File: src/rtl/uart_pkg.sv
// Shared UART definitions: FSM state encoding, data width and default baud divisor.
// Used by both the transmit and receive halves of the board UART path.
package uart_pkg;

  typedef enum logic [2:0] {
    IDLE,
    START,
    DATA,
    PARITY,
    STOP
  } uart_state_t;

  localparam int DATA_BITS = 8;
  localparam int IDX_BITS  = $clog2(DATA_BITS);

  // 100 MHz system clock at 115200 baud
  localparam int DEFAULT_CLOCKS_PER_BAUD = 868;

  function automatic logic parity_of(
    input logic [DATA_BITS-1:0] d,
    input logic                 odd
  );
    return (^d) ^ odd;
  endfunction

endpackage

File: src/rtl/sync_fifo.sv
// Single-clock FIFO with occupancy count; push when full and pop when empty are ignored.
// Read data is the current head entry, valid whenever empty is low.
module sync_fifo #(
  parameter int WIDTH = 8,
  parameter int AW    = 2
) (
  input  logic             clk,
  input  logic             i_reset,
  input  logic             push,
  input  logic             pop,
  input  logic [WIDTH-1:0] din,
  output logic [WIDTH-1:0] dout,
  output logic [AW:0]      count,
  output logic             full,
  output logic             empty
);

  localparam int DEPTH = 1 << AW;

  logic [WIDTH-1:0] mem [DEPTH];
  logic [AW-1:0]    wr_ptr;
  logic [AW-1:0]    rd_ptr;
  logic             do_push;
  logic             do_pop;

  assign full    = (count == (AW+1)'(DEPTH));
  assign empty   = (count == '0);
  assign do_push = push && !full;
  assign do_pop  = pop && !empty;
  assign dout    = mem[rd_ptr];

  always_ff @(posedge clk) begin
    if (do_push) begin
      mem[wr_ptr] <= din;
    end
  end

  // pointers wrap naturally at the power-of-two depth
  always_ff @(posedge clk or posedge i_reset) begin
    if (i_reset) begin
      wr_ptr <= '0;
      rd_ptr <= '0;
      count  <= '0;
    end else begin
      if (do_push) begin
        wr_ptr <= wr_ptr + 1'b1;
      end
      if (do_pop) begin
        rd_ptr <= rd_ptr + 1'b1;
      end
      unique case ({do_push, do_pop})
        2'b10:   count <= count + 1'b1;
        2'b01:   count <= count - 1'b1;
        default: count <= count;
      endcase
    end
  end

endmodule

File: src/rtl/uart_tx_fifo.sv
// Buffered UART transmitter: byte FIFO feeding an 8N1 serialiser.
// Define UART_TX_PARITY_EN to add a parity bit (8-parity-1 frames).
module uart_tx_fifo
  import uart_pkg::*;
#(
  parameter int TIMER_BITS      = 10,
  parameter int CLOCKS_PER_BAUD = DEFAULT_CLOCKS_PER_BAUD,
  parameter int FIFO_AW         = 2,
  parameter int PARITY_ODD      = 0
) (
  input  logic                 clk,
  input  logic                 i_reset,
  input  logic [DATA_BITS-1:0] i_data,
  input  logic                 i_valid,
  output logic                 o_ready,
  output logic                 uart_rxd_out,
  output logic                 o_busy,
  output logic [FIFO_AW:0]     o_fifo_count
);

  localparam logic [TIMER_BITS-1:0] RELOAD =
    TIMER_BITS'(CLOCKS_PER_BAUD - 1);
  localparam logic [IDX_BITS-1:0] LAST_BIT =
    IDX_BITS'(DATA_BITS - 1);

  uart_state_t state_q, state_d;

  logic [TIMER_BITS-1:0] timer_q, timer_d;
  logic [IDX_BITS-1:0]   idx_q, idx_d;
  logic [DATA_BITS-1:0]  shift_q, shift_d;
  logic                  line_q, line_d;
  logic                  busy_q, busy_d;

  logic                  push;
  logic                  pop;
  logic                  load;
  logic                  baud_tick;
  logic [DATA_BITS-1:0]  fifo_dout;
  logic                  fifo_full;
  logic                  fifo_empty;

`ifdef UART_TX_PARITY_EN
  logic par_q, par_d;
`else
  logic unused_parity_cfg;
  assign unused_parity_cfg = 1'(PARITY_ODD);
`endif

  // ready depends on occupancy only, so a same-cycle pop never frees a slot
  assign o_ready = !fifo_full;
  assign push    = i_valid && !fifo_full;

  sync_fifo #(
    .WIDTH (DATA_BITS),
    .AW    (FIFO_AW)
  ) u_fifo (
    .clk     (clk),
    .i_reset (i_reset),
    .push    (push),
    .pop     (pop),
    .din     (i_data),
    .dout    (fifo_dout),
    .count   (o_fifo_count),
    .full    (fifo_full),
    .empty   (fifo_empty)
  );

  assign baud_tick = (timer_q == '0);

  always_comb begin
    state_d = state_q;
    timer_d = timer_q;
    idx_d   = idx_q;
    shift_d = shift_q;
    line_d  = line_q;
    busy_d  = busy_q;
    pop     = 1'b0;
    load    = 1'b0;
`ifdef UART_TX_PARITY_EN
    par_d   = par_q;
`endif

    if (state_q != IDLE) begin
      timer_d = baud_tick ? RELOAD : timer_q - 1'b1;
    end

    unique case (state_q)
      IDLE: begin
        line_d = 1'b1;
        busy_d = 1'b0;
        if (!fifo_empty) begin
          load = 1'b1;
        end
      end
      START: begin
        if (baud_tick) begin
          state_d = DATA;
          idx_d   = '0;
          line_d  = shift_q[0];
        end
      end
      DATA: begin
        if (baud_tick) begin
          if (idx_q == LAST_BIT) begin
`ifdef UART_TX_PARITY_EN
            state_d = PARITY;
            line_d  = par_q;
`else
            state_d = STOP;
            line_d  = 1'b1;
`endif
          end else begin
            idx_d   = idx_q + 1'b1;
            shift_d = shift_q >> 1;
            line_d  = shift_q[1];
          end
        end
      end
`ifdef UART_TX_PARITY_EN
      PARITY: begin
        if (baud_tick) begin
          state_d = STOP;
          line_d  = 1'b1;
        end
      end
`endif
      STOP: begin
        if (baud_tick) begin
          if (!fifo_empty) begin
            load = 1'b1;
          end else begin
            state_d = IDLE;
            line_d  = 1'b1;
            busy_d  = 1'b0;
          end
        end
      end
      default: begin
        state_d = IDLE;
        line_d  = 1'b1;
        busy_d  = 1'b0;
      end
    endcase

    // a pop starts a frame with no idle gap, from IDLE or straight from STOP
    if (load) begin
      pop     = 1'b1;
      state_d = START;
      timer_d = RELOAD;
      shift_d = fifo_dout;
      line_d  = 1'b0;
      busy_d  = 1'b1;
`ifdef UART_TX_PARITY_EN
      par_d   = parity_of(fifo_dout, 1'(PARITY_ODD));
`endif
    end
  end

  always_ff @(posedge clk or posedge i_reset) begin
    if (i_reset) begin
      state_q <= IDLE;
      timer_q <= '0;
      idx_q   <= '0;
      shift_q <= '0;
      line_q  <= 1'b1;
      busy_q  <= 1'b0;
    end else begin
      state_q <= state_d;
      timer_q <= timer_d;
      idx_q   <= idx_d;
      shift_q <= shift_d;
      line_q  <= line_d;
      busy_q  <= busy_d;
    end
  end

`ifdef UART_TX_PARITY_EN
  always_ff @(posedge clk or posedge i_reset) begin
    if (i_reset) begin
      par_q <= 1'b0;
    end else begin
      par_q <= par_d;
    end
  end
`endif

  assign uart_rxd_out = line_q;
  assign o_busy       = busy_q;

endmodule

File: config.mk
export PLATFORM = sky130hd
export DESIGN_NAME = uart_tx_fifo
export DESIGN_NICKNAME = d
export VERILOG_FILES = /design/src/rtl/uart_pkg.sv /design/src/rtl/sync_fifo.sv /design/src/rtl/uart_tx_fifo.sv
export SDC_FILE = /design/constraint.sdc
export NUM_CORES = 1
export LEC_CHECK = 0
export CAP_MARGIN = 10
export CORE_ASPECT_RATIO = 1.25
export CORE_MARGIN = 5
export CORE_UTILIZATION = 60
export CTS_BUF_LIST = sky130_fd_sc_hd__clkbuf_8 sky130_fd_sc_hd__clkbuf_16
export CTS_CLUSTER_DIAMETER = 200
export DETAILED_ROUTE_END_ITERATION = 7
export HOLD_SLACK_MARGIN = 0.03
export PLACE_DENSITY = 0.8
export SYNTH_ARGS = -nofsm -noshare
export SYNTH_HDL_FRONTEND = slang
export SYNTH_HIERARCHICAL = 1
export SYNTH_SLANG_ARGS = --single-unit
File: constraint.sdc
create_clock -name clk -period 5.51 [get_ports clk]
set_input_delay 0.551 -clock clk [delete_from_list [all_inputs] [get_ports clk]]
set_output_delay 0.551 -clock clk [all_outputs]
set_load 0.05 [all_outputs]
==> Word-level counts from Yosys, hierarchy flattened <==
Memories as Yosys holds them, arrays and structs flattened.
Cells that the tools add are included.
{ "totals": {"ff_bits": 33, "latch_bits": 0, "ramBits": 32, "rom_bits": 0, "input_bits": 11, "out_inout_bits": 6, "wordCells": 90, "n_memories": 1} }
{ "classes": {"add_sub_neg": 6, "n_mul": 0, "div_mod_pow": 0, "n_lt_le_gt_ge": 0, "n_eq_ne": 18, "shift": 0, "muxes": 36, "bitwise": 0, "reduce_logical": 20} }
{ "mem_list": {"columns": ["memory", "depth", "width", "rd", "rd_clocked_by_memory_dff", "wr", "line_no", "rtl"], "rows": [
  ["u_fifo.mem", 4, 8, 1, 0, 1, "sync_fifo.sv:20", "logic [WIDTH-1:0] mem [DEPTH];"]
]} }
{ "ops": {"columns": ["cell", "n"], "rows": [
  ["8-bit 2-to-1 mux", 4],
  ["10-bit 2-to-1 mux", 3],
  ["3-bit 2-to-1 mux", 9],
  ["3-bit inequality test (second input constant)", 5],
  ["1-bit 2-to-1 mux", 14],
  ["3-bit case mux with 2 select lines", 2],
  ["3-bit case mux with 4 select lines", 1],
  ["10-bit zero test", 1],
  ["2-bit inequality test (second input constant)", 5],
  ["2-bit nonzero test", 5],
  ["10-bit by 1-bit subtractor with 10-bit output (second input constant)", 1],
  ["3-bit equality test (second input constant)", 3],
  ["4-bit AND reduction", 2],
  ["3-bit by 1-bit adder with 3-bit output (second input constant)", 2],
  ["3-bit zero test", 2],
  ["3-bit AND reduction", 2],
  ["6-bit AND reduction", 1],
  ["2-bit by 1-bit adder with 2-bit output (second input constant)", 2],
  ["1-bit case mux with 2 select lines", 2],
  ["3-bit by 1-bit equality test with 1-bit output (second input constant)", 1],
  ["3-bit by 2-bit equality test with 1-bit output (second input constant)", 1],
  ["1-bit logical AND", 3],
  ["1-bit case mux with 3 select lines", 1],
  ["3-bit nonzero test", 1],
  ["6 further kinds", 7]
]} }

==> Logic depth before layout (Yosys ltp) <==
{ "logic_depth": {"ltp_word": 8, "depth_mapped": 13, "depth_no_buf": 12} }

==> By module <==
The synthesis kept the hierarchy.
{ "by_module_without_submodules": {"columns": ["mod", "n_inst", "cells_each", "area_per_inst_um2", "seq_area_each_um2"], "rows": [
  ["sync_fifo", 1, 80, 1596.5, 1136.1],
  ["uart_tx_fifo", 1, 144, 1493.9, 651.9]
]} }

==> Worst setup path before layout <==
Ideal clock, no wire load.
{ "synth_path": {"kind": "reg-to-reg", "start": "register timer_q[0]", "end": "register u_fifo.count[2]", "setup_ns": 0.082, "arrival_time_ns": 2.873, "required_ns": 5.428, "setup_slack_ns": 2.555, "stages_incl_launch_ff": 14, "n_path_buf": 1, "period_less_slack_ns": 2.955, "cell_sequence": "dfrtp_1 inv_1 ha_1 or3b_2 o31ai_4 and2_1 buf_4 o31a_2 ha_1 inv_1 fa_1 xor2_1 nor2_1 xor2_1"} }
{ "synth_via": {"elab_chain_len": 7, "elab_cells_between_ends": 9, "classes_between": "eq/ne: 2; mux: 4; reduce/logical: 3"} }
{ "synth_lines": {"columns": ["element", "line_no", "rtl"], "rows": [
  ["from (decl)", "uart_tx_fifo.sv:28", "logic [TIMER_BITS-1:0] timer_q, timer_d;"],
  ["from (signal assigned)", "uart_tx_fifo.sv:169", "timer_q <= timer_d;"],
  ["10-bit zero test *", "uart_tx_fifo.sv:68", "assign baud_tick = (timer_q == '0);"],
  ["1-bit 2-to-1 mux *", "uart_tx_fifo.sv:128", "if (baud_tick) begin"],
  ["1-bit case mux with 2 select lines *", "uart_tx_fifo.sv:87", "unique case (state_q)"],
  ["1-bit 2-to-1 mux *", "uart_tx_fifo.sv:146", "if (load) begin"],
  ["1-bit logical AND *", "sync_fifo.sv:29", "assign do_pop = pop && !empty;"],
  ["via u_fifo.do_pop", "sync_fifo.sv:24", "logic do_pop;"],
  ["2-bit by 1-bit equality test with 1-bit output or 2-bit equality test (tied branches)", "sync_fifo.sv:51", "unique case ({do_push, do_pop})"],
  ["3-bit case mux with 2 select lines or 2-bit nonzero test (tied branches)", null, null],
  ["to (signal assigned)", "sync_fifo.sv:52", "2'b10: count <= count + 1'b1;"],
  ["to (signal assigned)", "sync_fifo.sv:53", "2'b01: count <= count - 1'b1;"],
  ["to (signal assigned)", "sync_fifo.sv:54", "default: count <= count;"],
  ["to (decl)", "sync_fifo.sv:13", "output logic [AW:0] count,"]
]} }
The timed path passes the listed nets; every way through them passes the cells marked *.
A chain may end at the register's enable or synchronous reset.

==> Worst setup path after layout <==
Ends and elaborated chain as after synthesis.

==> tab_implementation.tex <==
\begin{tabular}{lr}
\hline
Metric & Value \\
\hline
\multicolumn{2}{l}{\textbf{Pwr}} \\
Internal Pwr Total & 0.00111 W \\
Register share of total power & 46.7\% \\
Power density over the cells & 484 nW/um2 \\
IR Drop Worst-Case VDD & $\sim$0.34 mV \\
Power share of the clock group & about a quarter \\
Sw power & 0.000572 W \\
Net Sw Frac & 33.9\% \\
Comb power frac & 29.2\% \\
Static leakage & 1.34 nW \\
\multicolumn{2}{l}{\textbf{Final layout}} \\
Combined area of the multi-input logic cells & 1210 um2 \\
Area taken by flip-flops and latches & approximately 1800 um2 \\
Area added between synthesis and finish & 12.7\% \\
Final cell utilization of the core & just under 70\% \\
Design area & 3480 um2 \\
Final net count & 262 \\
Fillers & 345 \\
Ratio of cells with drive above 1 in the final layout & 20.6\% \\
Number of antenna cells inserted & 0 \\
\multicolumn{2}{l}{\textbf{Worst setup path}} \\
Crit Reg-Reg Endpoint & u\_fifo/count[2]\$\_DFFE\_PP0P\_ \\
Data arrival time of the critical path & roughly 3.6 ns \\
Critical path peak fanout & 11 \\
Reg-to-reg critical path startpoint & timer\_q[0]\$\_DFFE\_PP0P\_ \\
Cell depth of the worst flop-to-flop path & 12 \\
Kind of capture point of the worst setup path & flip-flop \\
Worst Path Class, Setup & reg2reg \\
Internal reg-to-reg setup slack & 2.22 ns \\
Startpoint kind of the worst setup timing path & flip-flop \\
Required time worst endpoint & 5.78 ns \\
\multicolumn{2}{l}{\textbf{Floorplan}} \\
Area of the die & between 6000 and 7000 um2 \\
Starting Density & between 60\% and 70\% \\
Boundary pin count & 17 \\
Die height & 90.2 um \\
FP Rows & 29 \\
Die span in x & 74.2 um \\
Core outline area & 5040 um2 \\
\multicolumn{2}{l}{\textbf{STA}} \\
Final worst-path cycle share & 59.7\% \\
Count of pins over their slew limit & 0 \\
Maximum clock frequency & 0.304 GHz \\
Setup violation total in the final timing report & 0 \\
Setup repair after global routing missed its margin & false \\
Minimum clock period & about 3.3 ns \\
Final setup margin & 2.22 ns \\
Number of endpoints with negative hold slack in the final report & 0 \\
Setup TNS & 0 ns \\
Transition at the pin with the smallest max-transition slack & 0.958 ns \\
Worst rel slew slack & a little over a third \\
Clock skew after layout & 0.00604 ns \\
\multicolumn{2}{l}{\textbf{Synthesis}} \\
Cell Area, Synth & roughly 3000 um2 \\
Top cells by instance count after synthesis & dfrtp\_1, edfxtp\_1, nor2\_1, inv\_1 \\
Mean Syn Cell Area & 13.8 um2 \\
Syn nets & 244 \\
Cell type with the largest total area after synthesis & edfxtp\_1 \\
Seq/Total Area, Yosys & 57.9\% \\
Cell count after synthesis & roughly 220 \\
Cell variety after synth & 55 \\
EDFF count, synth & 32 \\
Ys async rst share & 50.8\% \\
Syn. warnings & 6 \\
Commonest register cell after synthesis & edfxtp\_1 \\
Area fraction of the dominant cell type after synthesis & 31.1\% \\
Cell types occupying the most area after synthesis & edfxtp\_1, dfrtp\_1, mux4\_2, ha\_1, a221o\_1 \\
Number of storage elements in the synthesis netlist & 65 \\
\multicolumn{2}{l}{\textbf{GRT}} \\
Largest net degree at the start of global routing & 27 \\
Total overflow reported by the global router & 0 \\
Number of global-route vias before repair & 1808 \\
Number of antenna violations at the first check in global routing & 0 \\
Global router's overall resource usage & between 10\% and 20\% \\
Wire length of the first global-routing pass & approximately 8500 um \\
\multicolumn{2}{l}{\textbf{Routing}} \\
DRC errors left & 0 \\
Final routed wire length divided by cell count & $\sim$16 um \\
Number of detailed-route iterations in the first pass & 4 \\
Number of DRC violations after detailed-routing iteration 0 & 91 \\
Detailed-route via count & 1776 \\
Average via count per standard cell & 5.75 \\
Antenna-violating nets left & 0 \\
Detailed-route wire length & 4910 um \\
\multicolumn{2}{l}{\textbf{Outcome}} \\
Result of the run & finished clean \\
\multicolumn{2}{l}{\textbf{Clocking}} \\
CTS-repair resized insts & 0 \\
TritonCTS Buffers & 9 \\
Clock tree from TritonCTS & yes \\
Worst skew pair latency & 0.34 ns \\
Sink Count & 65 \\
Post-CTS repair timing setup buffer count & 0 \\
Root buffer cell & clkbuf\_8 \\
Deepest clock path buffer count & 2 \\
CTS HTree Levels & 3 \\
Clock slew at reported path FFs & 0.08 ns \\
Quantity of hold-fixing buffers added after cts & 0 \\
\multicolumn{2}{l}{\textbf{Job}} \\
Max cap viols & 0 \\
\multicolumn{2}{l}{\textbf{Placement}} \\
Total of buffers placed on input and output ports & 16 \\
Placed instance area & 3280 um2 \\
Last weighted congestion value of the routability-driven placer & around 0.75 \\
DP Worst Slack & approximately 2.2 ns \\
Placed wire-length estimate & 3500 um \\
\multicolumn{2}{l}{\textbf{Hold path}} \\
Path class of the lowest-slack min-delay path & in2async \\
\hline
\end{tabular}
## per-stage QoR
| stage | cells | hold WS, ns | total power, W |
|---|---|---|---|
| detailed placement | 293 | 0.482 | 0.00130 |
| finish | 309 | 0.478 | 0.00169 |
| global placement | 293 | 0.479 | 0.00128 |
| CTS | 309 | 0.478 | 0.00170 |
| floorplan | 224 | 0.354 | 0.00117 |
| global route | 309 | 0.507 | 0.00178 |
## worst max-delay path by stage
stage | from | cells past startpoint | endpoint | slack, ns
after floorplan | timer_q[0]$_DFFE_PP0P_ | 13 | u_fifo/count[2]$_DFFE_PP0P_ | 2.55
after global routing | timer_q[0]$_DFFE_PP0P_ | 12 | u_fifo/count[2]$_DFFE_PP0P_ | 2.02
after global placement | timer_q[0]$_DFFE_PP0P_ | 12 | u_fifo/count[2]$_DFFE_PP0P_ | 2.31
after detailed placement | timer_q[0]$_DFFE_PP0P_ | 12 | u_fifo/count[2]$_DFFE_PP0P_ | 2.21
final | timer_q[0]$_DFFE_PP0P_ | 12 | u_fifo/count[2]$_DFFE_PP0P_ | 2.22
after CTS | timer_q[0]$_DFFE_PP0P_ | 12 | u_fifo/count[2]$_DFFE_PP0P_ | 2.20
## logic make-up (layout without fill, tap and decap cells)
group                      after synthesis  after routing  share of synthesized area [%]
xor gates and xnor gates                12             12                           3.40
AOI/OAI and AO/OA                       30             30                           7.81
buffers and inverters                   22             45                           3.12
adders and majority gates                9              9                           3.89
and+or+nand+nor                         72             72                           15.8
muxes                                   14             14                           8.10
DFF                                     65             65                           57.9
## layer usage
metal	wire, um	track usage [%]	share of wire (%)
met5	0	0	0
met4	93	7.10	1.9
met3	138	4.80	2.8
met2	2490	26.0	51
met1	2190	21.7	44
## final cells by class
cell class	instances	area share (%)
flip-flops and latches	65	51.3
multi-input cells	137	34.6
repair buffers	16	4.60
clock buffers	9	3.56
clock inverters	7	2.26
well taps	62	2.23
inverters	13	1.40
## registers in the layout, indices dropped and copies added, names as in the netlist
name	count
o_busy	1
u_fifo/wr_ptr	2
uart_rxd_out	1
state_q	3
u_fifo/rd_ptr	2
u_fifo/count	3
timer_q	10
u_fifo/mem	32
shift_q	8
idx_q	3
## critical path, cell delays in order, from the launching register on
cell and delay (ns):
dfrtp_1 0.42, inv_1 0.07, ha_1 0.19, or3b_2 0.54, o31ai_4 0.33, and2_1 0.42, o31a_2 0.26, ha_1 0.18
inv_1 0.06, fa_1 0.37, xor2_1 0.15, nor2_1 0.11, xor2_1 0.14
## power groups by stage
stage	Combinational (W)	Sequential (W)	Clock, W
global route	0.000536	0.000810	0.000436
floorplan	0.000369	0.000802	0
CTS	0.000500	0.000790	0.000413
detailed placement	0.000499	0.000799	0
global placement	0.000486	0.000795	0
finish	0.000493	0.000788	0.000405
## layout by cell type, fill, tap and decap left out, drive strengths merged, types with 2 or more instances in the layout
master	instances
clkinv	4
nor2	14
a221o	8
xor2	8
nor2b	3
mux2	5
xnor2	4
or4	2
or4b	3
nor3	8
a22o	3
nand3	4
and3	2
nand2	6
mux4	8
clkbuf	9
nand2b	2
nand4	2
edfxtp	32
o21ai	3
dfrtp	32
nor3b	4
a21oi	9
ha	8
inv	15
and2	12
clkdlybuf4s50	16
nor4	5
or3b	2
No activity file was read; power rests on OpenSTA's default activity.
